$ cat src/rtl/oric_bus_rdmux_if.sv
// rtl/oric_bus_rdmux_if.sv - CPU read-data / ROM-bank bus bundle for oric_bus_rdmux
interface oric_bus_rdmux_if #(
    parameter int NUM_ROM = 2,
    parameter int BANK_W  = $clog2(NUM_ROM)
);
    logic                   phi2;
    logic                   cpu_rw;
    logic                   csio_n;
    logic                   csrom_n;
    logic                   csram_n;
    logic                   latch_sram;
    logic                   map_n;
    logic                   romdis_n;
    logic                   iocontrol_n;
    logic                   ece_n;
    logic [7:0]             exp_do;
    logic [7:0]             via_do;
    logic [8*NUM_ROM-1:0]   rom_do;
    logic [7:0]             md_rom_do;
    logic [7:0]             sram_do;
    logic [BANK_W-1:0]      rom_sel;
    logic                   rom_sel_req;
    logic [7:0]             cpu_di;
    logic [BANK_W-1:0]      rom_bank;
    logic [2:0]             src;
    logic                   bank_pending;
    logic                   bank_err;

    modport master (
        output phi2, cpu_rw, csio_n, csrom_n, csram_n, latch_sram, map_n, romdis_n,
               iocontrol_n, ece_n, exp_do, via_do, rom_do, md_rom_do, sram_do,
               rom_sel, rom_sel_req,
        input  cpu_di, rom_bank, src, bank_pending, bank_err
    );

    modport slave (
        input  phi2, cpu_rw, csio_n, csrom_n, csram_n, latch_sram, map_n, romdis_n,
               iocontrol_n, ece_n, exp_do, via_do, rom_do, md_rom_do, sram_do,
               rom_sel, rom_sel_req,
        output cpu_di, rom_bank, src, bank_pending, bank_err
    );
endinterface

$ cat src/rtl/oric_bus_rdmux.sv
// rtl/oric_bus_rdmux.sv - prioritised 6502 read-data capture with PHI2-fall ROM bank switch
module oric_bus_rdmux #(
    parameter int NUM_ROM       = 2,
    parameter int BANK_W        = $clog2(NUM_ROM),
    parameter int RESET_BANK    = 0,
    parameter int SETTLE        = 0,
    parameter bit OPEN_BUS_HOLD = 1'b1
) (
    input  logic            CLK_IN,
    input  logic            RESETn,
    oric_bus_rdmux_if.slave bus
);
    localparam logic [3:0] SETTLE_C = 4'(SETTLE);

    logic              phi2_q, phi2_d;
    logic [3:0]        ph_cnt_q, ph_cnt_d;
    logic [7:0]        cpu_di_q, cpu_di_d;
    logic [2:0]        src_q, src_d;
    logic [BANK_W-1:0] rom_bank_q, rom_bank_d;
    logic [BANK_W-1:0] pend_bank_q, pend_bank_d;
    logic              bank_pending_q, bank_pending_d;
    logic              bank_err_q, bank_err_d;

    logic              phi2_fall;
    logic              cap_en;
    logic              req_ok;
    logic [7:0]        rom_rd;

    always_ff @(posedge CLK_IN or negedge RESETn) begin
        if (!RESETn) begin
            phi2_q         <= 1'b0;
            ph_cnt_q       <= 4'd0;
            cpu_di_q       <= 8'hFF;
            src_q          <= 3'd0;
            rom_bank_q     <= BANK_W'(RESET_BANK);
            pend_bank_q    <= BANK_W'(RESET_BANK);
            bank_pending_q <= 1'b0;
            bank_err_q     <= 1'b0;
        end else begin
            phi2_q         <= phi2_d;
            ph_cnt_q       <= ph_cnt_d;
            cpu_di_q       <= cpu_di_d;
            src_q          <= src_d;
            rom_bank_q     <= rom_bank_d;
            pend_bank_q    <= pend_bank_d;
            bank_pending_q <= bank_pending_d;
            bank_err_q     <= bank_err_d;
        end
    end

    always_comb begin
        phi2_d         = bus.phi2;
        ph_cnt_d       = ph_cnt_q;
        cpu_di_d       = cpu_di_q;
        src_d          = src_q;
        rom_bank_d     = rom_bank_q;
        pend_bank_d    = pend_bank_q;
        bank_pending_d = bank_pending_q;
        bank_err_d     = 1'b0;

        phi2_fall = phi2_q & ~bus.phi2;
        cap_en    = bus.phi2 & bus.cpu_rw & (ph_cnt_q == SETTLE_C);
        req_ok    = 32'(bus.rom_sel) < 32'(NUM_ROM);

        rom_rd = 8'h00;
        for (int k = 0; k < NUM_ROM; k++) begin
            if (rom_bank_q == BANK_W'(k)) rom_rd = bus.rom_do[8*k +: 8];
        end

        // Settle counter gives synchronous ROMs time before the read is sampled.
        if (!bus.phi2)                ph_cnt_d = 4'd0;
        else if (ph_cnt_q < SETTLE_C) ph_cnt_d = ph_cnt_q + 4'd1;

        if (cap_en) begin
            if (!bus.csio_n && !bus.iocontrol_n) begin
                cpu_di_d = bus.exp_do;    src_d = 3'd1;
            end else if (!bus.csio_n && bus.iocontrol_n) begin
                cpu_di_d = bus.via_do;    src_d = 3'd2;
            end else if (bus.csio_n && !bus.csrom_n && bus.map_n && bus.romdis_n) begin
                cpu_di_d = rom_rd;        src_d = 3'd3;
            end else if (!bus.ece_n && !bus.romdis_n && bus.map_n) begin
                cpu_di_d = bus.md_rom_do; src_d = 3'd4;
            end else if (!bus.csram_n && !bus.latch_sram) begin
                cpu_di_d = bus.sram_do;   src_d = 3'd5;
            end else begin
                src_d = 3'd0;
                if (!OPEN_BUS_HOLD) cpu_di_d = 8'hFF;
            end
        end

        // Fall applies the old pending bank first; a coincident request then re-arms.
        if (phi2_fall && bank_pending_q) begin
            rom_bank_d     = pend_bank_q;
            bank_pending_d = 1'b0;
        end
        if (bus.rom_sel_req) begin
            if (req_ok) begin
                pend_bank_d    = bus.rom_sel;
                bank_pending_d = 1'b1;
            end else begin
                bank_err_d = 1'b1;
            end
        end
    end

    assign bus.cpu_di       = cpu_di_q;
    assign bus.src          = src_q;
    assign bus.rom_bank     = rom_bank_q;
    assign bus.bank_pending = bank_pending_q;
    assign bus.bank_err     = bank_err_q;
endmodule

$ cat src/flat_wrapper.sv
// flat-port wrapper written by rule: the top's interface ports become plain ports
module oric_bus_rdmux_flat 
#(
    parameter int NUM_ROM       = 2,
    parameter int BANK_W        = $clog2(NUM_ROM),
    parameter int RESET_BANK    = 0,
    parameter int SETTLE        = 0,
    parameter bit OPEN_BUS_HOLD = 1'b1
)
  (CLK_IN, RESETn, bus_phi2, bus_cpu_rw, bus_csio_n, bus_csrom_n, bus_csram_n, bus_latch_sram, bus_map_n, bus_romdis_n, bus_iocontrol_n, bus_ece_n, bus_exp_do, bus_via_do, bus_rom_do, bus_md_rom_do, bus_sram_do, bus_rom_sel, bus_rom_sel_req, bus_cpu_di, bus_rom_bank, bus_src, bus_bank_pending, bus_bank_err);
  oric_bus_rdmux_if #(.NUM_ROM(NUM_ROM), .BANK_W(BANK_W)) bus_i ();
  input  logic CLK_IN;
  input  logic RESETn;
  input wire logic [$bits(bus_i.phi2)-1:0] bus_phi2;
  input wire logic [$bits(bus_i.cpu_rw)-1:0] bus_cpu_rw;
  input wire logic [$bits(bus_i.csio_n)-1:0] bus_csio_n;
  input wire logic [$bits(bus_i.csrom_n)-1:0] bus_csrom_n;
  input wire logic [$bits(bus_i.csram_n)-1:0] bus_csram_n;
  input wire logic [$bits(bus_i.latch_sram)-1:0] bus_latch_sram;
  input wire logic [$bits(bus_i.map_n)-1:0] bus_map_n;
  input wire logic [$bits(bus_i.romdis_n)-1:0] bus_romdis_n;
  input wire logic [$bits(bus_i.iocontrol_n)-1:0] bus_iocontrol_n;
  input wire logic [$bits(bus_i.ece_n)-1:0] bus_ece_n;
  input wire logic [$bits(bus_i.exp_do)-1:0] bus_exp_do;
  input wire logic [$bits(bus_i.via_do)-1:0] bus_via_do;
  input wire logic [$bits(bus_i.rom_do)-1:0] bus_rom_do;
  input wire logic [$bits(bus_i.md_rom_do)-1:0] bus_md_rom_do;
  input wire logic [$bits(bus_i.sram_do)-1:0] bus_sram_do;
  input wire logic [$bits(bus_i.rom_sel)-1:0] bus_rom_sel;
  input wire logic [$bits(bus_i.rom_sel_req)-1:0] bus_rom_sel_req;
  output wire logic [$bits(bus_i.cpu_di)-1:0] bus_cpu_di;
  output wire logic [$bits(bus_i.rom_bank)-1:0] bus_rom_bank;
  output wire logic [$bits(bus_i.src)-1:0] bus_src;
  output wire logic [$bits(bus_i.bank_pending)-1:0] bus_bank_pending;
  output wire logic [$bits(bus_i.bank_err)-1:0] bus_bank_err;
  assign bus_i.phi2 = bus_phi2;
  assign bus_i.cpu_rw = bus_cpu_rw;
  assign bus_i.csio_n = bus_csio_n;
  assign bus_i.csrom_n = bus_csrom_n;
  assign bus_i.csram_n = bus_csram_n;
  assign bus_i.latch_sram = bus_latch_sram;
  assign bus_i.map_n = bus_map_n;
  assign bus_i.romdis_n = bus_romdis_n;
  assign bus_i.iocontrol_n = bus_iocontrol_n;
  assign bus_i.ece_n = bus_ece_n;
  assign bus_i.exp_do = bus_exp_do;
  assign bus_i.via_do = bus_via_do;
  assign bus_i.rom_do = bus_rom_do;
  assign bus_i.md_rom_do = bus_md_rom_do;
  assign bus_i.sram_do = bus_sram_do;
  assign bus_i.rom_sel = bus_rom_sel;
  assign bus_i.rom_sel_req = bus_rom_sel_req;
  assign bus_cpu_di = bus_i.cpu_di;
  assign bus_rom_bank = bus_i.rom_bank;
  assign bus_src = bus_i.src;
  assign bus_bank_pending = bus_i.bank_pending;
  assign bus_bank_err = bus_i.bank_err;
  oric_bus_rdmux #(.NUM_ROM(NUM_ROM), .BANK_W(BANK_W), .RESET_BANK(RESET_BANK), .SETTLE(SETTLE), .OPEN_BUS_HOLD(OPEN_BUS_HOLD)) u_core (.CLK_IN(CLK_IN), .RESETn(RESETn), .bus(bus_i));
endmodule
$ cat config.mk
export PLATFORM = sky130hd
export DESIGN_NAME = oric_bus_rdmux_flat
export DESIGN_NICKNAME = d
export VERILOG_FILES = /design/src/rtl/oric_bus_rdmux_if.sv /design/src/rtl/oric_bus_rdmux.sv /design/src/flat_wrapper.sv
export SDC_FILE = /design/constraint.sdc
export NUM_CORES = 1
export LEC_CHECK = 0
export BUFFER_PORTS_ARGS = -buffer_cell sky130_fd_sc_hd__buf_2
export CAP_MARGIN = 20
export CORE_MARGIN = 2
export CORE_UTILIZATION = 47
export CTS_BUF_LIST = sky130_fd_sc_hd__clkbuf_4 sky130_fd_sc_hd__clkbuf_8
export DETAILED_ROUTE_END_ITERATION = 16
export PLACE_DENSITY_LB_ADDON = 0.1
export SLEW_MARGIN = 20
export SYNTH_ARGS = -nofsm -noshare
export SYNTH_HDL_FRONTEND = slang
export SYNTH_SLANG_ARGS = --single-unit
$ cat constraint.sdc
create_clock -name CLK_IN -period 3.2 [get_ports CLK_IN]
set_input_delay 0 -clock CLK_IN [delete_from_list [all_inputs] [get_ports CLK_IN]]
set_output_delay 0 -clock CLK_IN [all_outputs]
set_load 0.02 [all_outputs]
==> results.toml, run 1 <==
[sta]
fin_worst_skew_ns = 0.00852
hold_violations = 0
min_period_ns = 1.70
slew_violations = 0
tns_ns = 0
worst_slew_margin_rel = 0.506
rsz0062_at_grt = "no"
fmax_mhz = 587
finalCritPeriodShare = 0.532
setup_viol = 0
tightest_slew_ns = 0.742

[floorplan]
core_area_um2 = 2280
rows = 17
io_pins = 76
dieArea_um2 = 2870
die_w_um = 53.6
die_h_um = 53.6
start_util = 0.508

[hold_path]
hold_path_end = "u_core.bus.cpu_di[2]"
hp-start = "bus_sram_do[2]"
whs_path_depth = 3
hold_path.class = "in2reg"

[yosys]
postSynthCellCount = 122
yosysSeqAreaShare = 0.333
synth_nets = 184
ys_warn_count = 0
avgSynthCellArea_um2 = 9.48
ys_ff_latch = 15
netlist-cell-type-count = 35
syn_area_um2 = 1160

[global_routing]
grt_antenna_before_repair = 0
track_usage = 0.256
grt_max_degree = 23
gr-total-overflow = 0
top_usage_layer = "met2"
first_global_vias = 1172
met3_usage = 0.0278
grt_pass1_wl_um = 5300
grt_use_met1 = 0.315
grt_use_met2 = 0.479

[route]
drc = 0
firstDrtPassIters = 4
vias = 1233
ant_nets = 0
viasPerCell = 5.50
drt_wl_total_um = 3390
wl_per_cell_um = 15.1
drt-initial-drc-count = 23

[final_layout]
areaGrowthSynthToFinish_pct = 37.0
diodes = 0
fin_nets = 259
final_util = 0.696
drive_above_1_share = 0.541

[clock_network]
cts_sinks = 15
path_clk_slew_ns = 0.10
clock_latency_ns = 0.29
post_cts_buffers = 0
cts_tree = "built"
clockBufferDepth = 2
numCtsBuffers = 3
cts_root_buffer = "clkbuf_4"
cts_max_level = 1

[power]
ir_worst_vdd_mv = 0.291
p_leak_nw = 0.798
power_density_nw_per_um2 = 388

[flow_run]
cap_violations = 0

[placed_design]
io_buffer_count = 74
dp_hpwl_um = 2560
routabilityCongestion = 0.763

[worst_setup_path]
reg2reg_to = "u_core.bus.cpu_di[0]"
crit_required_ns = 3.41
r2r_slack_ns = 1.72
cp_max_fo = 16
rr_worst_depth = 3
reg2reg_from = "u_core.bus.rom_bank"
critPathLaunchType = "input port"
crit_path_end_kind = "flop"
cp.arrival_ns = 1.91
crit_type = "in2reg"

[run_status]
status = "finished, final reports clean"
==> metal layers <==
| layer | vias up | wire (µm) |
|---|---|---|
| li1 | 609 | - |
| met1 | 561 | 1400 |
| met2 | 61 | 1730 |
| met3 | 2 | 249 |
| met4 | 0 | 9 |
| met5 | - | 0 |
==> critical path, stage by stage <==
cell and delay, ns:
dlygate4sd3_1 0.54, buf_2 0.17, and3_2 0.22, a32oi_2 0.59, nor2_1 0.11, a211oi_1 0.27
==> cells by family after synthesis <==
group | Yosys count | share of synthesized area
compound gates | 45 | 0.261
simple gates | 29 | 0.154
mux | 19 | 0.188
flops | 15 | 0.333
buf+inv | 13 | 0.0606
other cells | 1 | 0.00324
==> worst max-delay path by stage <==
stage                   startpoint                   end  cells after the start
6_report                  bus_phi2  u_core.bus.cpu_di[4]                      6
5_1_grt                   bus_phi2  u_core.bus.cpu_di[4]                      6
3_5_place_dp            bus_csio_n  u_core.bus.cpu_di[4]                      5
3_3_place_gp            bus_csio_n  u_core.bus.cpu_di[5]                      5
2_1_floorplan  u_core.bus.rom_bank  u_core.bus.cpu_di[1]                      4
4_1_cts                   bus_phi2  u_core.bus.cpu_di[4]                      6
==> flip-flops by register name, summed over array words and instances, names as in the netlist <==
signal                   count
u_core.bus.src               3
u_core.pend_bank_q           1
u_core.bus.cpu_di            8
u_core.bus.bank_pending      1
u_core.bus.rom_bank          1
u_core.phi2_q                1
==> cell usage after synthesis, drive strengths merged <==
cell    number  share of area
nand3        1         0.0043
dfstp        8           0.18
and4b        1         0.0097
a32oi        1          0.014
o31ai        4          0.026
nand2b       1         0.0054
nor4         4          0.022
o21ai       11          0.061
nand4b       1         0.0076
conb         1         0.0032
a21o         5          0.032
clkbuf       3         0.0097
a211oi       4          0.035
and3         1         0.0065
mux2i        9          0.078
nand2        2         0.0065
mux2        10           0.11
a21oi       18          0.078
nor3b        1          0.011
a22o         1         0.0076
nor2         5          0.016
nor2b        5          0.027
dfrtp        7           0.15
nand3b       2          0.013
o311ai       1         0.0076
inv          4          0.013
nor3         4          0.017
or3b         1         0.0076
buf          6          0.038
==> placed cells by master (no fill, tap or decap) <==
cell           count
buf_2             74
a21oi_1           18
mux2i_1            9
dfstp_2            8
dfrtp_1            7
mux2_2             6
o21ai_0            5
a21o_1             5
nor2b_1            5
nor2_1             5
dlygate4sd3_1      5
nor3_1             4
o31ai_1            4
mux2_4             4
o21ai_2            4
inv_1              4
nor4_1             4
clkbuf_4           3
nand3b_1           2
o21ai_1            2
nand2_1            2
a211oi_2           2
a211oi_1           2
nand4b_1           1
or3b_1             1
nor3b_2            1
and4b_2            1
and3_2             1
a32oi_2            1
o311ai_0           1
a22o_1             1
nand3_1            1
nand2b_1           1
conb_1             1
clkinv_2           1
==> report_power, final <==
part	total (mW)	internal (mW)	leakage [nW]	switching, mW
Combinational	0.235	0.112	0.614	0.123
Sequential	0.268	0.237	0.167	0.0310
Clock	0.112	0.0464	0.0177	0.0660
==> stage by stage <==
stage	total power, mW	area (µm²)	cells	worst slack (ns)	hold WS (ns)
after floorplan	0.410	1160	122	1.88	-0.296
after global placement	0.492	1510	215	1.73	-0.0824
after detailed placement	0.501	1510	215	1.62	-0.0724
after CTS	0.619	1580	224	1.54	0.00238
after global routing	0.651	1580	224	1.40	0.0244
final	0.615	1580	224	1.50	0.0110
==> area by class of cell <==
class / instances / area, µm²
Clock inverter: 1 / 5.00
Inverter: 4 / 15.0
Fill cell: 192 / 692
Tap cell: 28 / 35.0
Sequential cell: 15 / 385
Timing Repair Buffer: 79 / 420
Clock buffer: 3 / 22.5
Multi-Input combinational cell: 94 / 701
==> what timing repair did <==
action,in CTS,in global routing
gates resized for setup,0,0
endpoints found under the hold margin,19,0
hold buffers,5,0
setup endpoints to repair,0,0
Note: power is estimated with default switching activity, not from simulation.
==> run 2: changes to the inputs <==
--- a/config.mk
+++ b/config.mk
@@ -8,7 +8,7 @@
 export BUFFER_PORTS_ARGS = -buffer_cell sky130_fd_sc_hd__buf_2
 export CAP_MARGIN = 20
 export CORE_MARGIN = 2
-export CORE_UTILIZATION = 47
+export CORE_UTILIZATION = 43
 export CTS_BUF_LIST = sky130_fd_sc_hd__clkbuf_4 sky130_fd_sc_hd__clkbuf_8
 export DETAILED_ROUTE_END_ITERATION = 16
 export PLACE_DENSITY_LB_ADDON = 0.1
==> constraint.sdc (replaced) <==
create_clock -name CLK_IN -period 1.68 [get_ports CLK_IN]
set_input_delay 0 -clock CLK_IN [delete_from_list [all_inputs] [get_ports CLK_IN]]
set_output_delay 0 -clock CLK_IN [all_outputs]
set_load 0.02 [all_outputs]
==> results.toml, run 2 (synthesis results as in run 1) <==
[run_status]
status = "finished, final reports clean"

[global_routing]
grt_pass1_wl_um = 5620
track_usage = 0.227
first_global_vias = 1243
grt_antenna_before_repair = 0
grt_max_degree = 18
gr-total-overflow = 0

[route]
vias = 1258
firstDrtPassIters = 4
wl_per_cell_um = 14.8
drt-initial-drc-count = 36
viasPerCell = 5.45
wl_met2_um = 1670
m1WireLength_um = 1430
drt_wl_total_um = 3420
ant_nets = 0
drc = 0
dr.max_layer_used = "met4"
wl_met3_um = 262

[placed_design]
dp_hpwl_um = 2500
place_ws_ns = 0.306
placed_area_um2 = 1530
routabilityCongestion = 0.830
io_buffer_count = 74

[clock_network]
path_clk_slew_ns = 0.10
cts_root_buffer = "clkbuf_4"
cts_max_level = 1
cts_tree = "built"
post_cts_buffers = 0
numCtsBuffers = 3
clockBufferDepth = 2
cts_sinks = 15
clock_latency_ns = 0.30
cts_resized = 0

[final_layout]
final_util = 0.647
layout_common_cells = "74 x buf_2, 18 x a21oi_1, 9 x mux2i_1, 8 x dfstp_2"
multi_input_area_um2 = 701
drive_above_1_share = 0.542
largest_reg_flops = 8
finalInstanceArea_um2 = 1630
layout.area.seq_um2 = 385
fin_nets = 264
layout_commonest_cell = "buf_2"
diodes = 0
n_fill_cell = 213
areaGrowthSynthToFinish_pct = 41.1

[worst_setup_path]
reg2reg_from = "u_core.bus.rom_bank"
cp-startpoint = "bus_phi2"
crit_path_end_kind = "flop"
critPathLaunchType = "input port"
crit_type = "in2reg"
cp.arrival_ns = 1.79
crit_required_ns = 1.90
cp_max_fo = 10

[floorplan]
core_area_um2 = 2520
die_h_um = 55.9
dieArea_um2 = 3120
start_util = 0.458
rows = 18
io_pins = 76
die_w_um = 55.9

[sta]
hold_violations = 0
rsz0062_at_grt = "no"
layout_setup_ws_ns = 0.111
tns_ns = 0
setup_viol = 0
whs_ns = 0.000340
min_period_ns = 1.57
fin_worst_skew_ns = 0.00509
fmax_mhz = 637
slew_violations = 0
finalCritPeriodShare = 0.934

[hold_path]
hold_path.class = "in2reg"
hp-start = "bus_sram_do[2]"

[flow_run]
cap_violations = 0

[power]
power_density_nw_per_um2 = 735
p_leak_nw = 0.820
ir_worst_vdd_mv = 0.524
run 2: cell count changes in the layout (fill, tap and decap cells not counted):
| cell | delta |
|---|---|
| buf_4 | +3 |
| clkinv_2 | -1 |
| clkbuf_4 | +1 |
| dlygate4sd3_1 | +2 |
run 2: repair_timing:
item,4_1_cts,5_1_grt
setup endpoints to repair,0,0
endpoints found under the hold margin,21,0
hold buffers,7,0
run 2: critical path, stage by stage:
cell and delay [ns]:
dlygate4sd3_1 0.53, buf_2 0.16, and3_2 0.22, a32oi_2 0.35
buf_4 0.25, nor2_1 0.07, a211oi_2 0.22
run 2: path summary, 6_finish.rpt:
path,end,depth (start not counted),slack (ns)
worst max-delay path,u_core.bus.cpu_di[5],7,0.11
worst min-delay path,u_core.bus.cpu_di[2],3,0.0003
worst max register to register,u_core.bus.cpu_di[0],3,0.31
worst min register to register,u_core.bus.src[2],2,0.50
max in group asynchronous,u_core.bus.cpu_di[0],2,1.25
min in group asynchronous,u_core.bus.src[1],2,0.12
run 2: report_power, final:
part | total (mW) | switching [mW] | leakage (nW) | internal (mW)
Sequential | 0.504 | 0.0533 | 0.167 | 0.450
Clock | 0.239 | 0.130 | 0.0184 | 0.109
Combinational | 0.457 | 0.236 | 0.635 | 0.221
run 2: metrics by stage:
step / total power [mW] / cells
after floorplan: 0.780 / 122
after global placement: 0.946 / 220
after detailed placement: 0.954 / 220
after CTS: 1.21 / 231
after global routing: 1.27 / 231
final: 1.20 / 231
run 2: metal layers:
layer | vias to the layer above | track usage
li1 | 612 | -
met1 | 574 | 0.287
met2 | 67 | 0.395
met3 | 5 | 0.0372
met4 | 0 | 0.0714
met5 | - | 0
run 2: layout make-up:
cell class	count	area share
Timing Repair Buffer	84	0.284
Clock buffer	4	0.0184
Inverter	4	0.00920
Multi-Input combinational cell	94	0.429
Tap cell	30	0.0230
Sequential cell	15	0.236
